[src/rtl/frida_spi_pkg.sv]
// -----------------------------------------------------------------------------
// frida_spi_pkg
// Shared definitions for the FRIDA SPI configuration path. FRAME_BITS is the
// single source of truth for the frame length and must match the width of the
// upstream SPI shift register.
// -----------------------------------------------------------------------------
package frida_spi_pkg;

    // Frame length in bits, shared with the shift register.
    localparam int FRAME_BITS = 180;

    // Width of the per-frame SCLK edge counter (must hold FRAME_BITS).
    localparam int CNT_W = 8;

    // Frame-level FSM: IDLE (cnt=0), SHIFT (1..FRAME_BITS-1),
    // DONE (cnt=FRAME_BITS, committed), OVR (extra edges seen after DONE).
    typedef enum logic [1:0] {
        IDLE  = 2'd0,
        SHIFT = 2'd1,
        DONE  = 2'd2,
        OVR   = 2'd3
    } frame_state_t;

endpackage

[src/rtl/spi_frame_rst.sv]
// -----------------------------------------------------------------------------
// spi_frame_rst
// Builds the active-high frame-level clear from the chip reset and the SPI
// chip select. A single OR gate keeps the clear glitch-free; the module is
// kept separate so a dont_touch constraint can be attached to it.
//
// Ports:
//   rst_b     in   asynchronous active-low chip reset
//   spi_cs_b  in   SPI chip select, active low
//   frame_clr out  active-high asynchronous clear for frame-level state
// -----------------------------------------------------------------------------
module spi_frame_rst (
    input  logic rst_b,
    input  logic spi_cs_b,
    output logic frame_clr
);

    assign frame_clr = ~rst_b | spi_cs_b;

endmodule

[src/rtl/spi_frame_commit.sv]
// -----------------------------------------------------------------------------
// spi_frame_commit
// Counts SPI clock edges while chip select is active and, on exactly the
// FRAME_BITS-th rising edge, copies the completed frame into the shadow
// configuration register that drives the ADC. Short frames leave the shadow
// untouched; over-length frames keep the earlier commit and raise a sticky
// flag plus a saturating error count. Every commit inverts cfg_toggle so the
// ADC clock domain can detect it through a two-flop synchroniser.
//
// Ports:
//   spi_sclk   in   SPI serial clock, all updates on the rising edge
//   rst_b      in   asynchronous active-low reset
//   spi_cs_b   in   SPI chip select, active low; high clears frame state
//   spi_sdi    in   serial data in (same net as the shift register input)
//   spi_bits   in   parallel shift-register contents
//   cfg_bits   out  committed configuration
//   cfg_toggle out  inverts on every commit
//   frame_ovr  out  sticky: last frame was longer than FRAME_BITS
//   ovr_cnt    out  saturating count of over-length frames
//   commit_cnt out  wrapping count of commits
// -----------------------------------------------------------------------------
module spi_frame_commit #(
    parameter int FRAME_BITS = frida_spi_pkg::FRAME_BITS,
    parameter int ERR_W      = 4
) (
    input  logic                  spi_sclk,
    input  logic                  rst_b,
    input  logic                  spi_cs_b,
    input  logic                  spi_sdi,
    input  logic [FRAME_BITS-1:0] spi_bits,
    output logic [FRAME_BITS-1:0] cfg_bits,
    output logic                  cfg_toggle,
    output logic                  frame_ovr,
    output logic [ERR_W-1:0]      ovr_cnt,
    output logic [7:0]            commit_cnt
);

    import frida_spi_pkg::*;

    localparam logic [CNT_W-1:0] LAST_CNT = CNT_W'(FRAME_BITS - 1);

    logic             frame_clr;
    frame_state_t     state;
    logic [CNT_W-1:0] cnt;
    logic             commit_now;
    logic             enter_ovr;

    // The MSB of the shift register falls off the end on the committing edge.
    logic unused_msb;
    assign unused_msb = spi_bits[FRAME_BITS-1];

    spi_frame_rst u_frame_rst (
        .rst_b     (rst_b),
        .spi_cs_b  (spi_cs_b),
        .frame_clr (frame_clr)
    );

    // Frame state is held in IDLE by frame_clr, so these are only true on
    // edges inside an active frame.
    assign commit_now = (state == SHIFT) && (cnt == LAST_CNT);
    assign enter_ovr  = (state == DONE);

    // Frame-level FSM and edge counter. The counter freezes at FRAME_BITS
    // once the frame is done; OVR is sticky until chip select rises.
    always_ff @(posedge spi_sclk or posedge frame_clr) begin
        if (frame_clr) begin
            state <= IDLE;
            cnt   <= '0;
        end else begin
            case (state)
                IDLE: begin
                    state <= SHIFT;
                    cnt   <= CNT_W'(1);
                end
                SHIFT: begin
                    cnt <= cnt + 1'b1;
                    if (cnt == LAST_CNT) begin
                        state <= DONE;
                    end
                end
                DONE:    state <= OVR;
                default: state <= OVR;
            endcase
        end
    end

    // Committed state survives chip select and is cleared by rst_b only.
    // The shadow captures the shift register's post-edge value, i.e. the
    // current contents shifted by one with the incoming bit appended.
    always_ff @(posedge spi_sclk or negedge rst_b) begin
        if (!rst_b) begin
            cfg_bits   <= '0;
            cfg_toggle <= 1'b0;
            frame_ovr  <= 1'b0;
            ovr_cnt    <= '0;
            commit_cnt <= '0;
        end else if (commit_now) begin
            cfg_bits   <= {spi_bits[FRAME_BITS-2:0], spi_sdi};
            cfg_toggle <= ~cfg_toggle;
            commit_cnt <= commit_cnt + 8'd1;
            frame_ovr  <= 1'b0;
        end else if (enter_ovr) begin
            frame_ovr <= 1'b1;
            if (ovr_cnt != {ERR_W{1'b1}}) begin
                ovr_cnt <= ovr_cnt + 1'b1;
            end
        end
    end

endmodule

[config.mk]
export PLATFORM = sky130hd
export DESIGN_NAME = spi_frame_commit
export DESIGN_NICKNAME = d
export VERILOG_FILES = /design/src/rtl/frida_spi_pkg.sv /design/src/rtl/spi_frame_rst.sv /design/src/rtl/spi_frame_commit.sv
export SDC_FILE = /design/constraint.sdc
export NUM_CORES = 1
export LEC_CHECK = 0
export ABC_AREA = 1
export ABC_CLOCK_PERIOD_IN_PS = 3200
export CAP_MARGIN = 20
export CELL_PAD_IN_SITES_DETAIL_PLACEMENT = 0
export CELL_PAD_IN_SITES_GLOBAL_PLACEMENT = 1
export CORE_ASPECT_RATIO = 1.4
export CORE_UTILIZATION = 31
export DETAILED_ROUTE_END_ITERATION = 10
export GPL_TIMING_DRIVEN = 0
export PLACE_DENSITY_LB_ADDON = 0.1
export SYNTH_ARGS = -nofsm -noshare
export SYNTH_HDL_FRONTEND = slang
export SYNTH_SLANG_ARGS = --single-unit
[constraint.sdc]
create_clock -name spi_sclk -period 3.2 [get_ports spi_sclk]
set_input_delay 0.32 -clock spi_sclk [delete_from_list [all_inputs] [get_ports spi_sclk]]
set_output_delay 0.32 -clock spi_sclk [all_outputs]
set_load 0.01 [all_outputs]
**Word-level counts from Yosys, hierarchy flattened**

Index checks and enable logic that the tools add are counted.

- Flip-flop bits (word level): 204
- Input bits: 184
- Output and inout port bits: 194
- Word-level logic and storage cells: 29

- $add $sub $neg: 3
- Eq/ne operators: 5
- Mux-type cells: 5
- Bitwise logic cells: 4
- Reductions and logical operators: 5

Operators with widths:

| kind | number |
|---|---|
| $add A8 B1 Y8 const B | 2 |
| $pmux W8 S2 | 1 |
| $eq A8 B8 Y1 const B | 1 |
| $add A4 B1 Y4 const B | 1 |
| $ne A4 B4 Y1 const B | 1 |
| $pmux W2 S2 | 1 |
| $reduce_bool A2 Y1 | 2 |
| $not A1 Y1 | 3 |
| $reduce_and A3 Y1 | 1 |
| $eq A2 B1 Y1 const B | 1 |
| $eq A2 B2 Y1 const B | 1 |
| $logic_not A2 Y1 | 1 |
| $mux W1 | 2 |
| $mux W2 | 1 |
| $ne A2 B1 Y1 const B | 1 |
| $logic_and A1 B1 Y1 | 1 |
| $or A1 B1 Y1 | 1 |

**Longest topological paths before layout**

Gate-level depths: netlist of run 1.

- Word-level depth: 4
- Depth in mapped cells: 9
- Depth with buffers taken out: 7

**Cells and area by module**

Synthesis of run 1 repeated with hierarchy kept, for this count alone.

- Cell total of the unflattened synthesis: 923
- Area, all modules: 7992.7 um^2

Modules (own cells, without submodules):

| module | times used | cells an instance | area an instance (um^2) | sequential area each (um^2) |
|---|---|---|---|---|
| spi_frame_commit | 1 | 921 | 7985.2 | 5104.9 |
| spi_frame_rst | 1 | 2 | 7.5 | 0.0 |

**Least setup slack after synthesis of run 1**

OpenSTA, ideal clock, no wires.

- Path kind: register -> register
- From: reg cnt[0]
- To: reg cfg_bits[100]
- Setup time: 116 ps
- Arrival: 1349 ps
- Required time: 3084 ps
- Path slack: 1734 ps
- Stages on the path, launching flop included: 9
- Buffers on the path: 2
- Period minus slack after synthesis: 1466 ps
- Cells stage by stage: dfrtp_1 > ha_1 > inv_1 > nor3_2 > nand3_2 > buf_2 > clkbuf_1 > nand2_1 > nand2_1

- Word-level cells in the longest chain between the ends: 2

RTL lines:

| element | RTL line | RTL |
|---|---|---|
| start, declared | spi_frame_commit.sv:44 | `logic [CNT_W-1:0] cnt;` |
| start signal, assigned | spi_frame_commit.sv:76 | `cnt <= cnt + 1'b1;` |
| $eq A8 B8 Y1 | spi_frame_commit.sv:60 | `assign commit_now = (state == SHIFT) && (cnt == LAST_CNT);` |
| $logic_and A1 B1 Y1 | spi_frame_commit.sv:60 |  |
| end signal, assigned | spi_frame_commit.sv:98 | `cfg_bits <= {spi_bits[FRAME_BITS-2:0], spi_sdi};` |
| end, declared | spi_frame_commit.sv:31 | `output logic [FRAME_BITS-1:0] cfg_bits,` |

No other way between the ends.
A chain may end at the register's enable or synchronous reset.

==> impl_metrics.toml, run 1 <==
[worst_setup_path]
arrival_ns = 2.62
critPathMaxStageDelay_ns = 0.66
startpoint = "rst_b"
cp-end-kind = "async pin"
crit_type = "in -> async"
crit_end = "cnt[3]"
path_cells = "dlygate4sd3_1 > buf_8 > buf_16 > inv_1 > nor2_1"
ff2ff_path_depth = 8
slowest_stage = "nor2_1"
worstSetupStartpointType = "input port"
worst_ep_required_time_ns = 3.71
path_max_fanout = 109
r2r_start = "cnt[0]"
r2r_slack_ns = 1.25
r2r_end = "cfg_bits[137]"

[die]
pin_count = 378
start_util_pct = 31.5
die_h_um = 192
die_area_mm2 = 0.0264
row_count = 69
core_mm2 = 0.0254
die_w_um = 138

[global_route]
met2_usage_pct = 35.6
use_met3_pct = 6.33
gr-usage-met1_pct = 21.4
antenna_found_initial = 0
grt_pass1_wl_mm = 39.4
grt_overflow = 0
top_usage_layer = "met2"
grt_max_degree = 110
grt_usage_pct = 19.6
grt_pass1_vias = 7178

[drt]
drc = 0
routed_wl_mm = 26.0
wl_per_cell_um = 15.7
via_per_inst = 4.33
dr.pass1.iters = 4
drtIter0Drc = 261
vias = 7162
detail-route-antenna-nets = 0

[timing]
fin_crit_ns = 2.10
fmax_ghz = 0.476
final_hold_viol_count = 0
hold_ws_ns = 0.344
grt_setup_unrepaired = "no"
slew_headroom_pct = 43.1
drv_slew = 0
max_slew.worst_pin.slew_ns = 0.850
finalSetupViolCount = 0
fin_tns_setup_ns = 0
period_share_pct = 65.7
skew_ns = 0.00924

[clock_tree]
post_cts_buffers = 0
clock-root-buffer = "clkbuf_16"
clock_latency_ns = 0.49
htreeDepth = 1
cts.repair.resized = 0
clock_sinks = 204
cts_buffers = 23
path_clk_slew_ns = 0.06
clk_path_buf_depth = 3
tritoncts = "done"
hold_buffers = 1

[power_and_ir_drop]
power_mw = 5.27
p_int_mw = 4.16
power_frac_comb_pct = 5.3
p_sw_mw = 1.10
power.density_mw_per_mm2 = 410
netSwitchingFraction_pct = 21.0
ir_drop_uv = 328
power_frac_seq_pct = 49.0
clkPwrFrac_pct = 45.7
power.leakage_nw = 5.78

[synthesis]
ys_ff_latch = 204
yosys.cell_types.count = 18
synth_nets = 1109
syn_area_mm2 = 0.00799
ys.warnings.count = 0
netlist_instances = 921
ys_seq_area_share_pct = 63.9
syn_area_per_cell_um2 = 8.67

[run]
max_cap_violations = 0

[place]
port_buffers = 376
dp_hpwl_mm = 19.1
gp_congestion = 0.766

[finish]
num_antenna_cells = 0
layout-drive-gt1-share_pct = 5.01
areaGrowthSynthToFinish_pct = 61.0
fin_nets = 1512
layout_common_cells = "nand2_1 (603), clkdlybuf4s50_1 (375), dfrtp_1 (204)"
mostFrequentLayoutCell = "nand2_1"

[outcome]
status = "finished, final reports clean"

[hold_path]
hp-class = "in -> async"
## synthesized netlist by cell type, drive strengths merged
cell type,count,area (um^2)
a21oi,3,15.0
buf,31,190
clkbuf,11,41.3
dfrtp,204,5100
ha,4,50.1
inv,18,67.6
nand2,603,2260
nand3,10,55.1
nor2,19,78.8
nor3,4,25.0
o21ai,7,35.0
xnor2,6,52.6
xor2,1,8.76
## power groups by stage
stage | logic [mW] | registers (mW) | clock network, mW
3_3_place_gp | 0.278 | 2.63 | 0
5_1_grt | 0.304 | 2.58 | 2.59
2_1_floorplan | 0.00223 | 2.63 | 0
4_1_cts | 0.284 | 2.58 | 2.49
6_report | 0.278 | 2.58 | 2.41
3_5_place_dp | 0.281 | 2.63 | 0
## sequential cells by signal, summed over array words and instances (netlist names)
signal and count:
state 2, cfg_bits 180, cfg_toggle 1, ovr_cnt 4, cnt 8, commit_cnt 8
frame_ovr 1
## through the flow
stage / std cells / cell area, um^2 / utilization, % / worst slack [ns]
2_1_floorplan: 921 / 7990 / - / 1.73
3_3_place_gp: 1616 / 12200 / 47.9 / -7.13
3_5_place_dp: 1617 / 12200 / 48.0 / 0.941
4_1_cts: 1655 / 12900 / 50.7 / 0.866
5_1_grt: 1655 / 12900 / 50.7 / 0.622
6_report: 1655 / 12900 / 50.7 / 1.10
## kinds of logic after synthesis
logic type	synth area share, %
and+or+nand+nor	30.3
DFF	63.9
buffers and inverters	3.74
AOI/OAI and AO/OA	0.626
xor gates and xnor gates	0.768
adders and majority gates	0.627
## metal layers
metal  routed length (um)  up-vias
met5                    0        -
met4                  597        0
met3                 2290       36
met2                13500      239
met1                 9610     3316
li1                     -     3571
## worst min-delay path by stage
stage	depth (start not counted)	start	to	slack, ns
floorplan	0	rst_b	cfg_bits[0]	0.02
global placement	2	cfg_bits[88]	cfg_bits[88]	0.46
detailed placement	1	rst_b	cfg_bits[149]	0.37
CTS	3	spi_bits[85]	cfg_bits[86]	0.33
global route	3	spi_bits[14]	cfg_bits[15]	0.34
finish	2	spi_cs_b	cnt[1]	0.34
## layout make-up
class,instances,area [um^2]
sequential,204,5100
buffer,42,231
timing repair buffer,378,3810
clock buffer,34,647
tap,319,399
fill,2446,12500
inverter,18,67.6
clock inverter,3,18.8
multi-input combinational,657,2580
## critical path: cells and delay by family
family | cells | cell delay (ns)
buffers and inverters | 4 | 1.61
AND/OR/NAND/NOR | 1 | 0.66
(Power assumes the default switching activity.)
==> inputs of run 2 (changes only) <==
--- a/config.mk
+++ b/config.mk
@@ -6,12 +6,12 @@
 export NUM_CORES = 1
 export LEC_CHECK = 0
 export ABC_AREA = 1
-export ABC_CLOCK_PERIOD_IN_PS = 3200
+export ABC_CLOCK_PERIOD_IN_PS = 1800
 export CAP_MARGIN = 20
 export CELL_PAD_IN_SITES_DETAIL_PLACEMENT = 0
 export CELL_PAD_IN_SITES_GLOBAL_PLACEMENT = 1
 export CORE_ASPECT_RATIO = 1.4
-export CORE_UTILIZATION = 31
+export CORE_UTILIZATION = 26
 export DETAILED_ROUTE_END_ITERATION = 10
 export GPL_TIMING_DRIVEN = 0
 export PLACE_DENSITY_LB_ADDON = 0.1
==> constraint.sdc (replaced) <==
create_clock -name spi_sclk -period 1.8 [get_ports spi_sclk]
set_input_delay 0.18 -clock spi_sclk [delete_from_list [all_inputs] [get_ports spi_sclk]]
set_output_delay 0.18 -clock spi_sclk [all_outputs]
set_load 0.01 [all_outputs]
==> impl_metrics.toml, run 2 (synthesis results as in run 1) <==
[worst_setup_path]
worstSetupStartpointType = "flop"
arrival_ns = 1.54
path_cells = "clkdlybuf4s50_1"
crit_buf_inv = 1
worst_ep_required_time_ns = 1.62
critPathMaxStageDelay_ns = 0.61
crit_type = "reg -> out"
cp-end-kind = "output pin"
path_max_fanout = 4
cp_top_family = "buffers and inverters"
slowest_stage = "clkdlybuf4s50_1"

[finish]
seqCellArea_mm2 = 0.00511
top_register = "cfg_bits"
reg.largest.list = "cfg_bits: 180 flops, cnt: 8 flops, commit_cnt: 8 flops"
final_util_pct = 43.9
areaGrowthSynthToFinish_pct = 65.6
n_fill_cell = 2996
layout_common_cells = "nand2_1 (603), clkdlybuf4s50_1 (374), dfrtp_1 (200)"
largest_reg_flops = 180
multi_input_area_mm2 = 0.00258
fin_nets = 1513
layout-drive-gt1-share_pct = 7.01
mostFrequentLayoutCell = "nand2_1"

[outcome]
failed_checks = "hold timing"
status = "finished, violations left"

[global_route]
top_usage_layer = "met2"
met2_usage_pct = 31.7
grt_usage_pct = 17.6
use_met3_pct = 5.87
antenna_found_initial = 4
grt_pass1_vias = 7248
gr-usage-met1_pct = 19.5
grt_overflow = 0
grt_max_degree = 103
grt_pass1_wl_mm = 42.2

[power_and_ir_drop]
power_frac_seq_pct = 45.1
ir_drop_uv = 677
p_sw_mw = 2.14
power.leakage_nw = 5.92
p_int_mw = 8.02
clkPwrFrac_pct = 50.0
power.density_mw_per_mm2 = 768
power_frac_comb_pct = 4.9
netSwitchingFraction_pct = 21.0

[drt]
drtIter0Drc = 283
routed_wl_mm = 27.7
via_per_inst = 4.14
drc = 0
wl_per_cell_um = 16.0
dr.pass1.iters = 4
detail-route-antenna-nets = 0
vias = 7161

[clock_tree]
htreeDepth = 1
path_clk_slew_ns = 0.06
clock_sinks = 204
clk_path_buf_depth = 3
cts_buffers = 24
tritoncts = "done"
clock-root-buffer = "clkbuf_16"
clock_latency_ns = 0.53

[timing]
finalSetupViolCount = 0
fin_ws_ns = 0.0752
slew_headroom_pct = 40.8
grt_setup_unrepaired = "yes"
fin_crit_ns = 1.72
fmax_ghz = 0.580
drv_slew = 0
max_slew.worst_pin.slew_ns = 0.885
hold_ws_ns = -0.343
final_hold_viol_count = 92
skew_ns = 0.0187
period_share_pct = 95.8

[die]
row_count = 75
die_h_um = 209
pin_count = 378
die_w_um = 150
core_mm2 = 0.0301
start_util_pct = 26.5
die_area_mm2 = 0.0314

[run]
max_cap_violations = 0

[place]
pre_cts_ws_ns = -0.208
port_buffers = 376
dp_hpwl_mm = 20.2
gp_congestion = 0.755

[hold_path]
hp-class = "in -> async"
## run 2: cell count changes in the layout (fill, tap and decap cells not counted), sizes merged
cell           change
inv                -1
buf                +9
dlymetal6s2s       +1
clkdlybuf4s50      -1
clkbuf             -9
clkinv             +4
bufinv             +2
diode              +3
dlygate4sd3        -1
## run 2: cell type report
| cell class | count | share of cell area (%) |
|---|---|---|
| Multi-Input combinational cell | 657 | 19.5 |
| Buffer | 41 | 2.53 |
| Clock buffer | 33 | 5.49 |
| Clock inverter | 8 | 0.738 |
| Tap cell | 385 | 3.64 |
| Sequential cell | 204 | 38.6 |
| Antenna cell | 3 | 0.0568 |
| Inverter | 18 | 0.549 |
| Timing Repair Buffer | 379 | 28.8 |
## run 2: timing repair
| action | 4_1_cts | 5_1_grt |
|---|---|---|
| endpoints found under the hold margin | 92 | 92 |
| endpoints found under the setup margin | 145 | 185 |
| buffers inserted | 2 | 0 |
| resized for setup | 20 | 38 |
| pin swaps | 0 | 1 |
## run 2: per-layer routing
metal,wire (um),vias to the layer above
met3,2400,33
met2,14500,217
li1,-,3587
met4,486,2
met1,10300,3322
met5,12,-
## run 2: power groups by stage
stage | clock, mW | combinational [mW] | sequential [mW]
3_5_place_dp | 0 | 0.506 | 4.67
3_3_place_gp | 0 | 0.498 | 4.67
5_1_grt | 5.46 | 0.541 | 4.58
4_1_cts | 5.27 | 0.508 | 4.58
2_1_floorplan | 0 | 0.00396 | 4.67
6_report | 5.08 | 0.494 | 4.59
## run 2: stage by stage
stage | TNS (ns) | area, um^2 | hold slack, ns | total power [mW] | std cells
floorplan | 0 | 7990 | -0.116 | 4.67 | 921
global placement | -1772.94 | 12200 | 0.460 | 5.17 | 1682
detailed placement | -13.83 | 12300 | 0.277 | 5.18 | 1683
CTS | 0 | 13100 | -0.280 | 10.4 | 1726
global route | -0.0225 | 13200 | -0.265 | 10.6 | 1726
finish | 0 | 13200 | -0.343 | 10.2 | 1728
## run 2: worst paths after layout
| kind | start | endpoint | slack, ns | cells past startpoint |
|---|---|---|---|---|
| min in group spi_sclk | spi_bits[124] | cfg_bits[125] | 0.18 | 3 |
| min | rst_b | cfg_bits[51] | -0.34 | 1 |
| min reg2reg | cfg_bits[21] | cfg_bits[21] | 0.47 | 2 |
| max in group asynchronous | rst_b | cnt[1] | 0.70 | 3 |
| max | ovr_cnt[0] | ovr_cnt[0] | 0.08 | 1 |
| max reg2reg | cnt[0] | cfg_bits[135] | 0.14 | 8 |
==> inputs of run 3 (changes only) <==
--- a/config.mk
+++ b/config.mk
@@ -10,7 +10,7 @@
 export CAP_MARGIN = 20
 export CELL_PAD_IN_SITES_DETAIL_PLACEMENT = 0
 export CELL_PAD_IN_SITES_GLOBAL_PLACEMENT = 1
-export CORE_ASPECT_RATIO = 1.4
+export CORE_ASPECT_RATIO = 0.6
 export CORE_UTILIZATION = 26
 export DETAILED_ROUTE_END_ITERATION = 10
 export GPL_TIMING_DRIVEN = 0
==> impl_metrics.toml, run 3 (synthesis results as in run 1) <==
[outcome]
status = "finished, final reports clean"

[finish]
mostFrequentLayoutCell = "nand2_1"
areaGrowthSynthToFinish_pct = 64.8
reg.largest.list = "cfg_bits: 180 flops, cnt: 8 flops, commit_cnt: 8 flops"
layout-drive-gt1-share_pct = 6.77
final_util_pct = 43.7
final_area_mm2 = 0.0132
top_register = "cfg_bits"
layout_common_cells = "nand2_1 (603), clkdlybuf4s50_1 (372), dfrtp_1 (204)"
largest_reg_flops = 180
num_antenna_cells = 0
fin_nets = 1516
layout.cells.non_filler = 1752

[clock_tree]
htreeDepth = 1
clk_path_buf_depth = 3
cts_buffers = 22
path_clk_slew_ns = 0.06
clock_sinks = 204
clock_latency_ns = 0.51
clock-root-buffer = "clkbuf_16"
tritoncts = "done"

[die]
die_h_um = 138
die_area_mm2 = 0.0315
die_w_um = 228
core_mm2 = 0.0301
pin_count = 378
row_count = 49
start_util_pct = 26.5

[power_and_ir_drop]
power.density_mw_per_mm2 = 744
ir_drop_uv = 461
power.leakage_nw = 5.93
power_mw = 9.79

[global_route]
top_usage_layer = "met2"
met2_usage_pct = 25.7
grt_pass1_wl_mm = 40.9
use_met3_pct = 5.63
grt_max_degree = 108
grt_pass1_vias = 6770
grt_usage_pct = 16.8
grt_overflow = 0
antenna_found_initial = 2
gr-usage-met1_pct = 23.3

[drt]
via_per_inst = 4.02
wl_per_cell_um = 15.7
drtIter0Drc = 329
drc = 0
vias = 7039
dr.pass1.iters = 4
detail-route-antenna-nets = 0
routed_wl_mm = 27.4

[worst_setup_path]
crit_type = "reg -> out"
path_cells = "clkdlybuf4s50_1"
path_max_fanout = 5
worstSetupStartpointType = "flop"
crit_buf_inv = 1
arrival_ns = 1.56
slowest_stage = "clkdlybuf4s50_1"
worst_ep_required_time_ns = 1.62
cp-end-kind = "output pin"
critPathMaxStageDelay_ns = 0.61
cp_top_family = "buffers and inverters"

[timing]
hold_ws_ns = 0.0672
drv_slew = 0
fin_crit_ns = 1.74
fmax_ghz = 0.575
grt_setup_unrepaired = "yes"
period_share_pct = 96.6
skew_ns = 0.0121
max_slew.worst_pin.slew_ns = 0.630
finalSetupViolCount = 0
fin_ws_ns = 0.0604
fin_tns_setup_ns = 0
final_hold_viol_count = 0
slew_headroom_pct = 58.0

[place]
dp_hpwl_mm = 20.0
gp_congestion = 0.799
port_buffers = 376
pre_cts_ws_ns = -0.263
place_area_mm2 = 0.0123
dp_cells = 1707

[run]
max_cap_violations = 0

[hold_path]
hp-class = "in -> async"
run 3: final cells by class:
type	count	area, um^2
Sequential cell	204	5100
Buffer	41	269
Fill cell	2966	16900
Inverter	18	72.6
Clock buffer	31	646
Timing Repair Buffer	384	3870
Tap cell	408	510
Clock inverter	9	97.6
Multi-Input combinational cell	657	2590
run 3: per-layer routing:
metal / up-vias / wire, um
li1: 3582 / -
met2: 194 / 12400
met3: 30 / 1940
met4: 4 / 378
met5: - / 30
met1: 3229 / 12700
run 3: worst paths after layout:
kind	start	endpoint	slack [ns]	cells past startpoint
max	commit_cnt[3]	commit_cnt[3]	0.06	1
min	spi_cs_b	cnt[1]	0.07	2
max reg2reg	cnt[0]	cfg_bits[107]	0.11	8
min reg2reg	cfg_bits[125]	cfg_bits[125]	0.48	2
max in group asynchronous	rst_b	cnt[5]	0.48	5
min in group spi_sclk	spi_bits[62]	cfg_bits[63]	0.20	3
run 3: repair_timing:
action / CTS / global route
endpoints found under the setup margin: 127 / 194
hold buffers: 1 / 0
gates cloned: 0 / 0
endpoints found under the hold margin: 105 / 0
setup buffers: 3 / 2
gates resized for setup: 19 / 12
pin swaps: 1 / 1
run 3: report_power, final:
group	leakage, nW	switching (mW)	internal (mW)
clock network	0.369	1.92	2.79
logic	3.66	0.148	0.356
registers	1.89	0	4.58
